`src/rtl/branch_predictor_pkg.sv`:
```
`default_nettype none
// ============================================================================
// Module : branch_predictor_pkg
// Brief  : Shared constants and counter helper for the BTB/PHT predictor.
// Rev    : 1.0
// ============================================================================
package branch_predictor_pkg;

    localparam logic [6:0] OPC_BRANCH = 7'b1100011;
    localparam logic [6:0] OPC_JAL    = 7'b1101111;
    localparam logic [6:0] OPC_JALR   = 7'b1100111;

    localparam int PC_W_DEF        = 12;
    localparam int BTB_ENTRIES_DEF = 16;
    localparam int CTR_W_MAX       = 3;
    localparam int IDX_W           = $clog2(BTB_ENTRIES_DEF);
    localparam int TAG_W           = PC_W_DEF - IDX_W - 2;

    // Counter is carried at the widest legal width; ctrW sets the clamp point.
    function automatic logic [CTR_W_MAX-1:0] ctr_sat_update(
        input logic [CTR_W_MAX-1:0] ctr,
        input logic                 inc,
        input int unsigned          ctrW
    );
        logic [CTR_W_MAX-1:0] maxVal;
        maxVal = CTR_W_MAX'((32'd1 << ctrW) - 32'd1);
        if (inc) begin
            ctr_sat_update = (ctr == maxVal) ? ctr : ctr + 1'b1;
        end else begin
            ctr_sat_update = (ctr == '0) ? ctr : ctr - 1'b1;
        end
    endfunction

endpackage
`default_nettype wire

```
`src/rtl/branch_predictor_sat_counter_table.sv`:
```
`default_nettype none
// ============================================================================
// Module : sat_counter_table
// Brief  : PHT storage: two combinational read ports, one synchronous write
//          port and a single-cycle parallel clear.
// Rev    : 1.0
// ============================================================================
module sat_counter_table
    import branch_predictor_pkg::*;
#(
    parameter int ENTRIES   = 16,
    parameter int CTR_W     = 2,
    parameter int RESET_VAL = 1
) (
    input  logic                        CLK,
    input  logic                        RSTn,
    input  logic [$clog2(ENTRIES)-1:0]  i_rdIdxA,
    output logic [CTR_W-1:0]            o_rdCtrA,
    input  logic [$clog2(ENTRIES)-1:0]  i_rdIdxB,
    output logic [CTR_W-1:0]            o_rdCtrB,
    input  logic                        i_wrEn,
    input  logic [$clog2(ENTRIES)-1:0]  i_wrIdx,
    input  logic [CTR_W-1:0]            i_wrCtr
);

    logic [CTR_W-1:0] r_ctr [ENTRIES];

    always_ff @(posedge CLK) begin
        if (!RSTn) begin
            for (int e = 0; e < ENTRIES; e++) begin
                r_ctr[e] <= CTR_W'(RESET_VAL);
            end
        end else if (i_wrEn) begin
            r_ctr[i_wrIdx] <= i_wrCtr;
        end
    end

    assign o_rdCtrA = r_ctr[i_rdIdxA];
    assign o_rdCtrB = r_ctr[i_rdIdxB];

endmodule
`default_nettype wire

```
`src/rtl/branch_predictor.sv`:
```
`default_nettype none
// ============================================================================
// Module : branch_predictor
// Brief  : Direct-mapped BTB plus PHT (optional gshare) giving the IF-stage
//          prediction; trained from EX, with hit/mispredict statistics.
// Rev    : 1.0
// ============================================================================
module branch_predictor
    import branch_predictor_pkg::*;
#(
    parameter int PC_W        = PC_W_DEF,
    parameter int BTB_ENTRIES = BTB_ENTRIES_DEF,
    parameter int CTR_W       = 2,
    parameter int GHR_W       = 0
) (
    input  logic                            CLK,
    input  logic                            RSTn,
    input  logic [PC_W-1:0]                 lk_pc,
    output logic                            lk_hit,
    output logic                            lk_taken,
    output logic [PC_W-1:0]                 lk_target,
    output logic [((GHR_W>0)?GHR_W:1)-1:0]  lk_ghr,
    input  logic                            upd_valid,
    input  logic [PC_W-1:0]                 upd_pc,
    input  logic                            upd_is_jump,
    input  logic                            upd_taken,
    input  logic [PC_W-1:0]                 upd_target,
    input  logic [((GHR_W>0)?GHR_W:1)-1:0]  upd_ghr,
    input  logic                            upd_mispred,
    output logic [31:0]                     stat_hits,
    output logic [31:0]                     stat_mispred
);

    localparam int c_idxW   = $clog2(BTB_ENTRIES);
    localparam int c_tagW   = PC_W - c_idxW - 2;
    localparam int c_ghrPw  = (GHR_W > 0) ? GHR_W : 1;
    localparam int c_weakT  = 1 << (CTR_W - 1);
    localparam int c_weakNt = c_weakT - 1;

    logic [BTB_ENTRIES-1:0] r_valid;
    logic [BTB_ENTRIES-1:0] r_isJump;
    logic [c_tagW-1:0]      r_tag    [BTB_ENTRIES];
    logic [PC_W-1:0]        r_target [BTB_ENTRIES];
    logic [31:0]            r_statHits;
    logic [31:0]            r_statMispred;

    logic [c_ghrPw-1:0] w_ghr;
    logic [c_idxW-1:0]  w_lkIdx;
    logic [c_idxW-1:0]  w_lkPhtIdx;
    logic [c_idxW-1:0]  w_updIdx;
    logic [c_idxW-1:0]  w_updPhtIdx;
    logic [c_tagW-1:0]  w_lkTag;
    logic [c_tagW-1:0]  w_updTag;
    logic [CTR_W-1:0]   w_lkCtr;
    logic [CTR_W-1:0]   w_updCtr;
    logic [CTR_W-1:0]   w_phtWrCtr;
    logic               w_phtWrEn;
    logic               w_updHit;
    logic               w_btbWr;
    logic               w_btbAlloc;
    logic               w_btbWrJump;
    logic               w_unusedPcLsb;

    assign w_lkIdx       = lk_pc[c_idxW+1:2];
    assign w_lkTag       = lk_pc[PC_W-1:c_idxW+2];
    assign w_updIdx      = upd_pc[c_idxW+1:2];
    assign w_updTag      = upd_pc[PC_W-1:c_idxW+2];
    assign w_unusedPcLsb = ^upd_pc[1:0];

    // The GHR is trained non-speculatively; training indexes with the
    // history the instruction saw at fetch, carried back as upd_ghr.
    generate
        if (GHR_W > 0) begin : g_ghr
            logic [GHR_W-1:0] r_ghr;
            always_ff @(posedge CLK) begin
                if (!RSTn) begin
                    r_ghr <= '0;
                end else if (upd_valid && !upd_is_jump) begin
                    r_ghr <= GHR_W'({r_ghr, upd_taken});
                end
            end
            assign w_ghr       = r_ghr;
            assign w_lkPhtIdx  = w_lkIdx ^ c_idxW'(r_ghr);
            assign w_updPhtIdx = w_updIdx ^ c_idxW'(upd_ghr);
        end else begin : g_noGhr
            logic w_unusedGhr;
            assign w_unusedGhr = ^upd_ghr;
            assign w_ghr       = '0;
            assign w_lkPhtIdx  = w_lkIdx;
            assign w_updPhtIdx = w_updIdx;
        end
    endgenerate

    sat_counter_table #(
        .ENTRIES   (BTB_ENTRIES),
        .CTR_W     (CTR_W),
        .RESET_VAL (c_weakNt)
    ) u_pht (
        .CLK      (CLK),
        .RSTn     (RSTn),
        .i_rdIdxA (w_lkPhtIdx),
        .o_rdCtrA (w_lkCtr),
        .i_rdIdxB (w_updPhtIdx),
        .o_rdCtrB (w_updCtr),
        .i_wrEn   (w_phtWrEn),
        .i_wrIdx  (w_updPhtIdx),
        .i_wrCtr  (w_phtWrCtr)
    );

    assign lk_hit    = r_valid[w_lkIdx] && (r_tag[w_lkIdx] == w_lkTag);
    assign lk_taken  = lk_hit && (r_isJump[w_lkIdx] || w_lkCtr[CTR_W-1]);
    assign lk_target = lk_taken ? r_target[w_lkIdx] : lk_pc + PC_W'(4);
    assign lk_ghr    = w_ghr;

    assign w_updHit  = r_valid[w_updIdx] && (r_tag[w_updIdx] == w_updTag);

    always_comb begin
        w_phtWrEn   = 1'b0;
        w_phtWrCtr  = w_updCtr;
        w_btbWr     = 1'b0;
        w_btbAlloc  = 1'b0;
        w_btbWrJump = r_isJump[w_updIdx];
        if (upd_valid) begin
            if (w_updHit) begin
                w_btbWr     = upd_is_jump || upd_taken;
                w_btbWrJump = r_isJump[w_updIdx] || upd_is_jump;
                if (!upd_is_jump) begin
                    w_phtWrEn  = 1'b1;
                    w_phtWrCtr = CTR_W'(ctr_sat_update(CTR_W_MAX'(w_updCtr), upd_taken, CTR_W));
                end
            end else if (upd_taken) begin
                w_btbWr     = 1'b1;
                w_btbAlloc  = 1'b1;
                w_btbWrJump = upd_is_jump;
                if (!upd_is_jump) begin
                    w_phtWrEn  = 1'b1;
                    w_phtWrCtr = CTR_W'(c_weakT);
                end
            end else begin
                // Not-taken misses still train the counter toward not-taken.
                w_phtWrEn  = 1'b1;
                w_phtWrCtr = CTR_W'(ctr_sat_update(CTR_W_MAX'(w_updCtr), 1'b0, CTR_W));
            end
        end
    end

    always_ff @(posedge CLK) begin
        if (!RSTn) begin
            r_valid  <= '0;
            r_isJump <= '0;
        end else if (w_btbWr) begin
            r_valid[w_updIdx]  <= 1'b1;
            r_isJump[w_updIdx] <= w_btbWrJump;
        end
    end

    always_ff @(posedge CLK) begin
        if (RSTn && w_btbWr) begin
            r_target[w_updIdx] <= upd_target;
            if (w_btbAlloc) begin
                r_tag[w_updIdx] <= w_updTag;
            end
        end
    end

    always_ff @(posedge CLK) begin
        if (!RSTn) begin
            r_statHits    <= '0;
            r_statMispred <= '0;
        end else begin
            r_statHits    <= r_statHits + 32'(lk_hit);
            r_statMispred <= r_statMispred + 32'(upd_valid && upd_mispred);
        end
    end

    assign stat_hits    = r_statHits;
    assign stat_mispred = r_statMispred;

endmodule
`default_nettype wire

```
`config.mk`:
```
export PLATFORM = sky130hd
export DESIGN_NAME = branch_predictor
export DESIGN_NICKNAME = d
export VERILOG_FILES = /design/src/rtl/branch_predictor_pkg.sv /design/src/rtl/branch_predictor_sat_counter_table.sv /design/src/rtl/branch_predictor.sv
export SDC_FILE = /design/constraint.sdc
export NUM_CORES = 1
export LEC_CHECK = 0
export ABC_CLOCK_PERIOD_IN_PS = 3800
export CAP_MARGIN = 20
export CELL_PAD_IN_SITES_DETAIL_PLACEMENT = 1
export CELL_PAD_IN_SITES_GLOBAL_PLACEMENT = 2
export CORE_ASPECT_RATIO = 0.75
export CORE_MARGIN = 8
export CORE_UTILIZATION = 40
export DETAILED_ROUTE_END_ITERATION = 7
export DONT_BUFFER_PORTS = 1
export PLACE_DENSITY = 0.78
export SETUP_SLACK_MARGIN = 0.4
export SLEW_MARGIN = 15
export SYNTH_ARGS = -nofsm -noshare
export SYNTH_HDL_FRONTEND = slang
export SYNTH_SLANG_ARGS = --single-unit
export TNS_END_PERCENT = 10
```
`constraint.sdc`:
```
create_clock -name CLK -period 3.8 [get_ports CLK]
set_clock_uncertainty 0.1 [all_clocks]
set_input_delay 0.57 -clock CLK [delete_from_list [all_inputs] [get_ports CLK]]
set_output_delay 0.57 -clock CLK [all_outputs]
set_load 0.02 [all_outputs]
```
# After elaboration in Yosys (flattened, before gate mapping)
# Memories as Yosys holds them, arrays and structs flattened.
# Index checks and enable logic that the tools add are counted.
[totals] ram_bits=320 output_inout_bits=79 ff_bits=96 in_bits=43 n_memories=3 elab_cells=74
[classes] n_mux=44 n_eq_ne=3 bitwise_logic=1 n_addsub=5 order_cmp=3 reduce_logical=11
[memory_table] name="r_target" words=16 width=12 rd=1 rd_clocked_by_memory_dff=0 write_ports=1 line="branch_predictor.sv:43" source="logic [PC_W-1:0] r_target [BTB_ENTRIES];"
[memory_table] name="r_tag" words=16 width=6 rd=2 rd_clocked_by_memory_dff=0 write_ports=1 line="branch_predictor.sv:42" source="logic [c_tagW-1:0] r_tag [BTB_ENTRIES];"
[memory_table] name="u_pht.r_ctr" words=16 width=2 rd=2 rd_clocked_by_memory_dff=0 write_ports=16 line="branch_predictor_sat_counter_table.sv:26" source="logic [CTR_W-1:0] r_ctr [ENTRIES];"
[ops] operator="32-bit by 1-bit adder with 32-bit output" n=2
[ops] operator="1-bit two-way mux" n=27
[ops] operator="2-bit two-way mux" n=9
[ops] operator="1-bit binary-select mux with 4-bit select" n=4
[ops] operator="16-bit bitwise mux" n=1
[ops] operator="16-bit OR" n=1
[ops] operator="12-bit by 3-bit adder with 12-bit output (second input constant)" n=1
[ops] operator="6-bit equality test" n=2
[ops] operator="12-bit two-way mux" n=1
[ops] operator="4-bit by 5-bit < comparator with 1-bit output (second input constant)" n=2
[ops] operator="1-bit logical AND" n=6
[ops] operator="1-bit demux with 4-bit select" n=1
[ops] operator="4-bit by 1-bit >= comparator with 1-bit output (second input constant)" n=1
[ops] operator="4-bit two-way mux" n=1
[ops] operator="1-bit logical OR" n=3
[ops] operator="2-bit by 1-bit adder with 2-bit output (second input constant)" n=1
[ops] operator="2-bit equality test (second input constant)" n=1
[ops] operator="2-bit zero test" n=1
[ops] operator="2-bit OR reduction" n=1
[ops] operator="2-bit by 1-bit subtractor with 2-bit output (second input constant)" n=1

# Depth between registers and ports, before layout
[depth] word_depth=10 ltp_mapped=18

# By module
# Synthesis repeated with hierarchy kept, for this count alone.
[hier_totals] cells_unflattened=1225 hier_area_um2=18899.4
[modules_own_cells] module="branch_predictor" instances=1 cells_each=1080 area_each_um2=16992.5
[modules_own_cells] module="sat_counter_table" instances=1 cells_each=145 area_each_um2=1906.8

# Worst setup path after synthesis
# Ideal clock, no wire load.
[synth_timing] path_type="input port to flip-flop" start="in lk_pc[2]" end="reg r_statHits[24], in the netlist stat_hits[24]" setup_slack_ps=-461 required_ps=3585 arrival_time_ps=4046 setup_time_ps=115 stages=17 cell_sequence="buf_2 buf_4 mux4_2 mux4_2 xnor2_1 nor2_1 nand4_1 inv_1 ha_1 ha_1 nand3_1 nor2_1 nand3_1 nor3_1 nand2_1 xnor2_1 and2_1"
[synth_between] elab_chain_cells=4 word_cells_on_any_way=6 cone_classes="add/sub: 1; eq/ne: 1; mux: 2; reduce/logical: 1; memory: 1"
[synth_lines] element="start, declared" line="branch_predictor.sv:18" source="input logic [PC_W-1:0] lk_pc,"
[synth_lines] element="memory read 16 x 6 bit / 1-bit binary-select mux with 4-bit select (equally long branches)"
[synth_lines] element="6-bit equality test / 1-bit two-way mux (equally long branches)" line="branch_predictor.sv:110" source="assign lk_hit = r_valid[w_lkIdx] && (r_tag[w_lkIdx] == w_lkTag);"
[synth_lines] element="1-bit logical AND (*)" line="branch_predictor.sv:110"
[synth_lines] element="named net lk_hit" line="branch_predictor.sv:19" source="output logic lk_hit,"
[synth_lines] element="32-bit by 1-bit adder with 32-bit output (*)" line="branch_predictor.sv:171" source="r_statHits <= r_statHits + 32'(lk_hit);"
[synth_lines] element="end signal, assigned" line="branch_predictor.sv:171"
[synth_lines] element="end, declared" line="branch_predictor.sv:44" source="logic [31:0] r_statHits;"
# The timed path passes the listed nets; every way through them passes the cells marked *. The select of a mux whose other input is x is not followed.
# A chain may end at the register's enable or synchronous reset.

==> flow_summary.yaml <==
synth:
  synthCells: 1239
  ys_types: 53
  syn_area_per_cell_sq_um: 15.00
  ys_seq_area_share_pct: 62.04
  syn-cell-area_sq_um: 18590
  synthFlopType: "edfxtp_1"
  synth_edf_count: 320
  synth_seq_cells: 416
  synth-warning-count: 0
  synthArstFlopShare_pct: 0
  synthesis.nets: 1287
drt:
  highest_layer: "met5"
  ant_nets: 0
  met3RoutedLength_um: 2804
  via_per_inst: 5.856
  vias: 11260
  wire_per_inst_um: 26.11
  drt_iter0_drc: 1012
  drt-pass1-iter-count: 5
  wl_met2_um: 23810
  wl_um: 50210
  drc: 0
  met1_length_um: 22590
power:
  sw_frac_of_total_pct: 21.55
  vdd.ir_drop.worst_mv: 0.3066
  cellLeakagePower_nw: 7.092
  p_total_mw: 9.786
  switchingPower_mw: 2.109
  seqPwrFrac_pct: 50.5
  pwr-share-clk_pct: 44.3
  p_int_mw: 7.678
  p_per_area_nw_per_um2: 454.1
  p_comb_share_pct: 5.2
layout:
  diodes: 0
  area_growth_pct: 15.95
  fin_cells: 1923
  final_cell_mix: "edfxtp_1 (320), mux4_2 (119), dfxtp_1 (96)"
  fillerInstances: 4499
  num-nets-final: 1340
  fin_area_sq_um: 21550
  drive_gt1_share_pct: 23.34
  layout_commonest_cell: "edfxtp_1"
floorplanning:
  die_w_um: 264.9
  rows: 68
  core-area_sq_um: 45940
  ios: 122
  initial_core_util_pct: 40.46
  die_area_sq_um: 53690
  die_h_um: 202.7
global_routing:
  grt_max_degree: 132
  overflow: 0
  antenna_found_initial: 1
  grt_pass1_wl_um: 76140
  grt_pass1_vias: 11700
  track_usage_pct: 18.50
worst_hold_path:
  hold_start: "RSTn"
  hold_end: "stat_mispred[12]"
  holdPathStages: 1
  min_path_type: "in -> reg"
timing:
  finalSetupViolCount: 12
  fin_crit_sh_pct: 101.9
  finalCriticalPeriod_ns: 3.871
  worst-slew-pin-transition_ns: 0.8206
  slew_viol_final: 0
  hold_violations: 0
  rsz0062_at_grt: "true"
  fmax_mhz: 258.3
  setup_ws_ns: -0.07123
  slew-limit-headroom_pct: 45.16
clock_tree:
  clock-sinks: 416
  cts_max_level: 2
  insertion_delay_ns: 0.56
  clockRootBuffer: "clkbuf_16"
  path_clk_slew_ns: 0.06
  cts_made_buffers: 44
  clockBufferDepth: 3
  cts_tree: "built"
place:
  io_buffer_count: 0
  placed_cells: 1821
  dpl-instance-area_sq_um: 19770
  post-dp-hpwl_um: 31940
  gp_congestion: 0.7759
critical_path:
  worst-endpoint-required_ns: 3.13
  r2r_slack_ns: 0.09
  cp-end-kind: "output port"
  r2r-start: "r_tag[12][4]"
  worstRegToRegCells: 17
  r2r_end: "stat_hits[30]"
  cp.arrival_ns: 3.20
  worstSetupStartpoint: "r_tag[12][4]"
  worstSetupPathType: "reg -> out"
  crit_fanout: 8
  critPathLaunchType: "register"
outcome:
  status: "finished with violations"
  violations: "negative setup slack"
flow_run:
  drv_cap: 0
==> critical path: stages, from the launching register on <==
cell and delay [ns]:
edfxtp_1 0.42, mux4_2 0.49, mux4_2 0.49, xnor2_1 0.15
nor2_1 0.09, nand4_1 0.18, buf_6 0.18, nor2_4 0.12
buf_12 0.16, mux2_4 0.35
==> cell type report <==
| class | instances | area [sq um] | share of cell area [%] |
|---|---|---|---|
| repair buffers | 83 | 913.4 | 4.238 |
| well taps | 595 | 744.5 | 3.454 |
| flip-flops and latches | 416 | 11530 | 53.50 |
| inverters | 9 | 36.28 | 0.1684 |
| multi-input cells | 738 | 6873 | 31.89 |
| clock inverters | 29 | 277.8 | 1.289 |
| clock buffers | 53 | 1176 | 5.457 |
==> sequential cells by signal, indices dropped and copies added (netlist names) <==
name          count
stat_hits        32
stat_mispred     32
r_valid          16
r_tag            96
r_target        192
r_isJump         16
u_pht.r_ctr      32
==> layer usage <==
| metal | track usage, % | up-vias |
|---|---|---|
| met1 | 25.59 | 5954 |
| met3 | 3.651 | 65 |
| met4 | 4.629 | 2 |
| met5 | 0 | - |
| met2 | 29.84 | 291 |
| li1 | - | 4950 |
==> synth_stat cells (9+ instances only) <==
| cell type | count | area [sq um] |
|---|---|---|
| and3_1 | 29 | 181.4 |
| o21ai_0 | 27 | 135.1 |
| a21boi_0 | 9 | 67.56 |
| nand4_1 | 11 | 68.82 |
| edfxtp_1 | 320 | 9609 |
| xor2_1 | 18 | 157.7 |
| buf_2 | 29 | 145.1 |
| inv_1 | 9 | 33.78 |
| clkbuf_1 | 31 | 116.4 |
| nand3_1 | 53 | 265.3 |
| nand2_1 | 68 | 255.2 |
| dfxtp_1 | 96 | 1922 |
| mux2i_1 | 31 | 310.3 |
| o22ai_1 | 24 | 150.1 |
| mux2_2 | 28 | 315.3 |
| mux4_2 | 119 | 2680 |
| and2_1 | 57 | 356.6 |
| o21a_1 | 17 | 127.6 |
| a21oi_1 | 26 | 130.1 |
| nor3_1 | 37 | 185.2 |
| xnor2_1 | 59 | 516.8 |
| nor2_1 | 55 | 206.5 |
==> power groups by stage <==
stage	Combinational, mW	Sequential (mW)	Clock (mW)
2_1_floorplan	0.426	5.03	0
3_3_place_gp	0.435	5.04	0
3_5_place_dp	0.444	5.04	0
4_1_cts	0.506	4.94	4.45
5_1_grt	0.539	4.94	4.62
6_report	0.507	4.94	4.34
==> logic make-up after synthesis <==
logic type | synth area share, %
compound gates | 4.672
mux | 17.78
xor+xnor | 3.628
buf+inv | 2.120
flops | 62.04
fa+ha+maj | 0.3366
simple gates | 9.404
other cells | 0.02017
==> through the flow <==
stage | setup TNS (ns) | util, % | hold slack [ns] | setup slack, ns
after CTS | -1.038 | 46.88 | 0.01029 | -0.09442
final | -0.7058 | 46.91 | 0.04842 | -0.07123
after global placement | -0.02677 | 43.03 | 0.3642 | -0.02197
after detailed placement | -0.1975 | 43.03 | 0.3798 | -0.04749
after global routing | -2.349 | 46.91 | 0.01878 | -0.1663
after floorplan | 0 | - | 0.3455 | 0.09934
==> worst max path at each step <==
stage	end	slack (ns)
after CTS	lk_target[3]	-0.09
after detailed placement	stat_hits[31]	-0.05
after global routing	lk_target[9]	-0.17
after global placement	stat_hits[31]	-0.02
after floorplan	stat_hits[31]	0.1
final	lk_target[3]	-0.07
==> timing repair <==
item / in CTS / in global routing
hold buffers: 18 / 0
pin swaps: 26 / 16
setup endpoints to repair: 32 / 44
setup buffers: 2 / 0
gates cloned: 0 / 0
endpoints found under the hold margin: 288 / 0
gates resized for setup: 30 / 7
No activity file was read; power rests on OpenSTA's default activity.
